[src/rtl/fetch_unit.sv]
// Fetch stage: holds the architectural PC, issues one instruction-memory
// request at a time, presents the fetched word to decode and squashes
// wrong-path fetches whenever execute redirects control flow.
module fetch_unit #(
   parameter int unsigned     AWIDTH   = 32,
   parameter int unsigned     DWIDTH   = 32,
   parameter logic [AWIDTH-1:0] BASEADDR = 32'h0100_0000,
   parameter logic [DWIDTH-1:0] NOP      = 32'h0000_0013
) (
   input  logic              clk,
   input  logic              reset,
   input  logic              brtaken_i,
   input  logic              jump_i,
   input  logic [AWIDTH-1:0] target_i,
   input  logic              stall_i,
   output logic              imem_req_valid_o,
   output logic [AWIDTH-1:0] imem_req_addr_o,
   input  logic              imem_req_ready_i,
   input  logic              imem_rsp_valid_i,
   input  logic [DWIDTH-1:0] imem_rsp_data_i,
   output logic [AWIDTH-1:0] pc_o,
   output logic [DWIDTH-1:0] insn_o,
   output logic              valid_o,
   output logic              flush_o,
   output logic              misalign_o
);

   typedef enum logic [1:0] {
      S_REQ  = 2'd0,
      S_WAIT = 2'd1,
      S_HOLD = 2'd2
   } state_t;

   state_t            r_state;
   logic [AWIDTH-1:0] r_pc;
   logic              r_drop;
   logic [DWIDTH-1:0] r_insn;
   logic [AWIDTH-1:0] r_pcout;
   logic              r_valid;
   logic              r_flush;
   logic              r_misalign;

   logic              w_redirect;
   logic [AWIDTH-1:0] w_target_aligned;
   logic              w_target_misaligned;

   assign w_redirect          = brtaken_i | jump_i;
   assign w_target_aligned    = {target_i[AWIDTH-1:2], 2'b00};
   assign w_target_misaligned = (target_i[1:0] != 2'b00);

   // Request channel decodes straight from state so the address is visible in the REQ cycle itself.
   assign imem_req_valid_o = (r_state == S_REQ) && !reset;
   assign imem_req_addr_o  = r_pc;

   assign pc_o       = r_pcout;
   assign insn_o     = r_insn;
   assign valid_o    = r_valid;
   assign flush_o    = r_flush;
   assign misalign_o = r_misalign;

   // Fetch FSM: redirect wins in every state, then request/response/stall handling.
   always_ff @(posedge clk) begin
      if (reset) begin
         r_state    <= S_REQ;
         r_pc       <= BASEADDR;
         r_drop     <= 1'b0;
         r_insn     <= NOP;
         r_pcout    <= BASEADDR;
         r_valid    <= 1'b0;
         r_flush    <= 1'b0;
         r_misalign <= 1'b0;
      end else begin
         // Status pulses last exactly one cycle after the redirect.
         r_flush    <= w_redirect;
         r_misalign <= w_redirect & w_target_misaligned;
         case (r_state)
            S_REQ: begin
               if (w_redirect) begin
                  r_pc    <= w_target_aligned;
                  r_valid <= 1'b0;
                  r_insn  <= NOP;
                  if (imem_req_ready_i) begin
                     // The old address was accepted; its response is wrong-path.
                     r_state <= S_WAIT;
                     r_drop  <= 1'b1;
                  end else begin
                     r_state <= S_REQ;
                  end
               end else if (imem_req_ready_i) begin
                  r_state <= S_WAIT;
               end else begin
                  r_state <= S_REQ;
               end
            end
            S_WAIT: begin
               if (w_redirect) begin
                  r_pc    <= w_target_aligned;
                  r_valid <= 1'b0;
                  r_insn  <= NOP;
                  if (imem_rsp_valid_i) begin
                     // Response retires the outstanding request; refetch at target.
                     r_drop  <= 1'b0;
                     r_state <= S_REQ;
                  end else begin
                     r_drop  <= 1'b1;
                     r_state <= S_WAIT;
                  end
               end else if (imem_rsp_valid_i) begin
                  if (r_drop) begin
                     r_drop  <= 1'b0;
                     r_state <= S_REQ;
                  end else begin
                     r_insn  <= imem_rsp_data_i;
                     r_pcout <= r_pc;
                     r_valid <= 1'b1;
                     r_pc    <= r_pc + AWIDTH'(4);
                     r_state <= S_HOLD;
                  end
               end else begin
                  r_state <= S_WAIT;
               end
            end
            S_HOLD: begin
               if (w_redirect) begin
                  r_pc    <= w_target_aligned;
                  r_valid <= 1'b0;
                  r_insn  <= NOP;
                  r_state <= S_REQ;
               end else if (!stall_i) begin
                  r_valid <= 1'b0;
                  r_insn  <= NOP;
                  r_state <= S_REQ;
               end else begin
                  r_state <= S_HOLD;
               end
            end
            default: begin
               r_state <= S_REQ;
               r_drop  <= 1'b0;
               r_valid <= 1'b0;
               r_insn  <= NOP;
            end
         endcase
      end
   end

endmodule

[config.mk]
export PLATFORM = sky130hd
export DESIGN_NAME = fetch_unit
export DESIGN_NICKNAME = d
export VERILOG_FILES = /design/src/rtl/fetch_unit.sv
export SDC_FILE = /design/constraint.sdc
export NUM_CORES = 1
export LEC_CHECK = 0
export CAP_MARGIN = 10
export CORE_MARGIN = 2
export CORE_UTILIZATION = 35
export CTS_CLUSTER_SIZE = 24
export DETAILED_ROUTE_END_ITERATION = 8
export GPL_TIMING_DRIVEN = 0
export PLACE_DENSITY_LB_ADDON = 0.08
export SYNTH_ARGS = -nofsm -noshare
export SYNTH_HDL_FRONTEND = slang
export SYNTH_SLANG_ARGS = --single-unit
[constraint.sdc]
create_clock -name clk -period 3.9 [get_ports clk]
set_input_delay 0.78 -clock clk [delete_from_list [all_inputs] [get_ports clk]]
set_output_delay 0.78 -clock clk [all_outputs]
set_load 0.02 [all_outputs]
==> impl_metrics.json <==
{
  "status": "finished, final reports clean",
  "postRouteAntennaNets": 0,
  "critPathSlowestCell": "clkdlybuf4s50_1",
  "grt_overflow": 0,
  "cp.arrival_ns": 2.99,
  "path_max_fanout": 10,
  "critPathLaunchType": "input port",
  "grt_pass1_wl_um": 23200,
  "grt_max_degree": 17,
  "cts_hold_buf": 0,
  "nNetsFinal": 782,
  "grt_util_all_layers_pct": 22.6,
  "period_share_pct": 96.7,
  "numCtsBuffers": 9,
  "synth_compound_area_share_pct": 24.8,
  "start_util_pct": 35.7,
  "slew_headroom_pct": 41.1,
  "ys.flop_type": "dfxtp_1",
  "dieArea_um2": 13100,
  "yosysWarnings": 0,
  "grt_pass1_vias": 4499,
  "post_cts_resized": 0,
  "hold_path_class": "flip-flop to flip-flop",
  "drt_pass1_iterations": 4,
  "gpl.final_weighted_congestion": 0.877,
  "clock_sinks": 98,
  "r2r_cells": 7,
  "drive_above_1_share_pct": 4.34,
  "coreArea_um2": 12000,
  "p_leak_nw": 2.18,
  "cap_violations": 0,
  "netlist_area_um2": 4270,
  "clock_skew_ns": 0.00516,
  "dp_hpwl_um": 10900,
  "slew_viol_final": 0,
  "ys_ff_latch": 98,
  "tightestPinTransition_ns": 0.879,
  "cp_top_family": "buffers and inverters",
  "clock.fmax_mhz": 265,
  "fin_setup_tns_ns": 0,
  "ir_drop_uv": 189,
  "ys_seq_area_share_pct": 45.9,
  "post-place-cells": 846,
  "crit_type": "input port to primary output",
  "antenna_found_initial": 0,
  "root_buffer": "clkbuf_16",
  "drt-initial-drc-count": 260,
  "avgViaCountPerCell": 5.40,
  "die_y_um": 115,
  "path_depth": 5,
  "drc": 0,
  "pwr_density_cell_nw_per_um2": 358,
  "ys_async_sr_fraction_pct": 0,
  "synthSimpleGateAreaFrac_pct": 23.8,
  "cts_setup_buffers": 0,
  "avgSynthCellArea_um2": 8.06,
  "muxShareOfSynthArea_pct": 0,
  "synth_top_family_by_area": "compound AO/OA/AOI/OAI gates",
  "worstPathRequired_ns": 3.12,
  "antenna_cells": 0,
  "cpPeakStageDelay_ns": 0.58,
  "synth_edf_count": 0,
  "hold_violations": 0,
  "final_core_util_pct": 53.8,
  "final_cells": 862,
  "dpl-instance-area_um2": 6140,
  "clock_path_buffers": 2,
  "cts_tree": "yes",
  "post-route-min-period_ns": 3.77,
  "synth_area_leaders": "dfxtp_1 (46%), nand2_1 (8.1%), a21oi_1 (5.9%)",
  "wl_per_cell_um": 17.5,
  "routed_wl_um": 15100,
  "setup_viol": 0,
  "path_common_cell": "clkdlybuf4s50_1",
  "io_pins": 171,
  "rsz0062_at_grt": "false",
  "numPortBuffers": 166,
  "ys_types": 56,
  "syn_inst": 530,
  "synthAdderAreaFrac_pct": 0.293,
  "cts_htree_levels": 3,
  "row_count": 40,
  "yosys.area.top_type_share_pct": 45.9,
  "holdPathStages": 2,
  "hold_slack_ns": 0.456,
  "vias": 4655,
  "design_area_um2": 6430,
  "die_w_um": 115,
  "worst-path-buf-inv": 4,
  "synthXorXnorAreaFrac_pct": 0,
  "area_growth_pct": 50.5,
  "end_kind": "primary output",
  "synth_area_leader_cell": "dfxtp_1",
  "clk_latency_ns": 0.35,
  "clk_pin_slew_worst_paths_ns": 0.07,
  "path_cells": "clkdlybuf4s50_1 -> clkbuf_1 -> buf_1 -> nor3_1 -> clkdlybuf4s50_1"
}
-- worst min-delay path, cell delays in order (launching register included) --
cell     delay (ns)
dfxtp_1        0.31
nand2_1        0.05
a21oi_1        0.05
-- routing by layer --
metal	share of wire, %	global-route usage [%]	up-vias
met3	8.9	6.78	22
met5	0	0	-
met4	1.9	9.27	0
li1	-	-	2273
met1	43	28.2	2162
met2	46	36.4	198
-- cells in the mapped netlist (all sizes together), types with 2 or more instances --
cell,count
nand4,7
a32oi,8
a31oi,9
and4,3
a21o,6
nor3b,2
and2,8
o21ai,20
clkbuf,37
o31ai,3
or3,6
o22ai,3
o32ai,3
buf,8
dfxtp,98
o21a,2
and3,3
o311ai,4
nand3b,2
nand2,92
nor3,12
or4,6
a22oi,29
o211ai,6
a32o,6
a21oi,50
inv,9
nor2,49
nor4,4
nand3,16
-- cell families after synthesis --
family / after synthesis
fa+ha+maj: 1
compound gates: 160
other cells: 1
flops: 98
buf+inv: 54
simple gates: 216
-- stage by stage --
stage	worst slack [ns]	total power, mW
final	0.127	2.30
after global routing	0.0468	2.39
after CTS	0.186	2.32
after detailed placement	0.202	1.42
after global placement	0.198	1.42
after floorplan	1.30	1.24
-- power breakdown --
part / switching [mW] / internal [mW]
Clock: 0.404 / 0.495
Sequential: 0.0415 / 1.03
Combinational: 0.168 / 0.162
Total: 0.613 / 1.69
-- state kept, by name, indices dropped and copies added, names as in the netlist --
| name | count |
|---|---|
| misalign_o | 1 |
| imem_req_addr_o | 30 |
| insn_o | 32 |
| r_state | 2 |
| pc_o | 30 |
| flush_o | 1 |
| r_drop | 1 |
| valid_o | 1 |
-- cells in the final DEF (no fill, tap or decap), drive strengths merged, types with 12 or more instances in the layout --
| cell type | instances |
|---|---|
| nor2 | 49 |
| dfxtp | 98 |
| nand3 | 16 |
| a21oi | 50 |
| clkdlybuf4s50 | 166 |
| nand2 | 92 |
| o21ai | 20 |
| a22oi | 29 |
| nor3 | 12 |
| clkbuf | 46 |
-- path summary, 6_finish.rpt --
path                                           end  slack [ns]                            start
hold reg to reg              pc_o[15]$_SDFFE_PP0P_        0.46            pc_o[15]$_SDFFE_PP0P_
setup / recovery                  imem_req_valid_o        0.13                            reset
hold / removal               pc_o[15]$_SDFFE_PP0P_        0.46            pc_o[15]$_SDFFE_PP0P_
setup reg to reg  imem_req_addr_o[30]$_SDFFE_PP0P_        1.11  imem_req_addr_o[2]$_SDFFE_PP0P_
-- cell type report --
cell class                      count  area [um2]
Tap cell                          147         184
Timing Repair Buffer              166        1660
Clock inverter                      7        70.1
Multi-Input combinational cell    381        2110
Clock buffer                        9         225
Inverter                            9        33.8
Sequential cell                    98        1960
Buffer                             45         188
Fill cell                        1151        5530
Note: power is estimated with default switching activity, not from simulation.
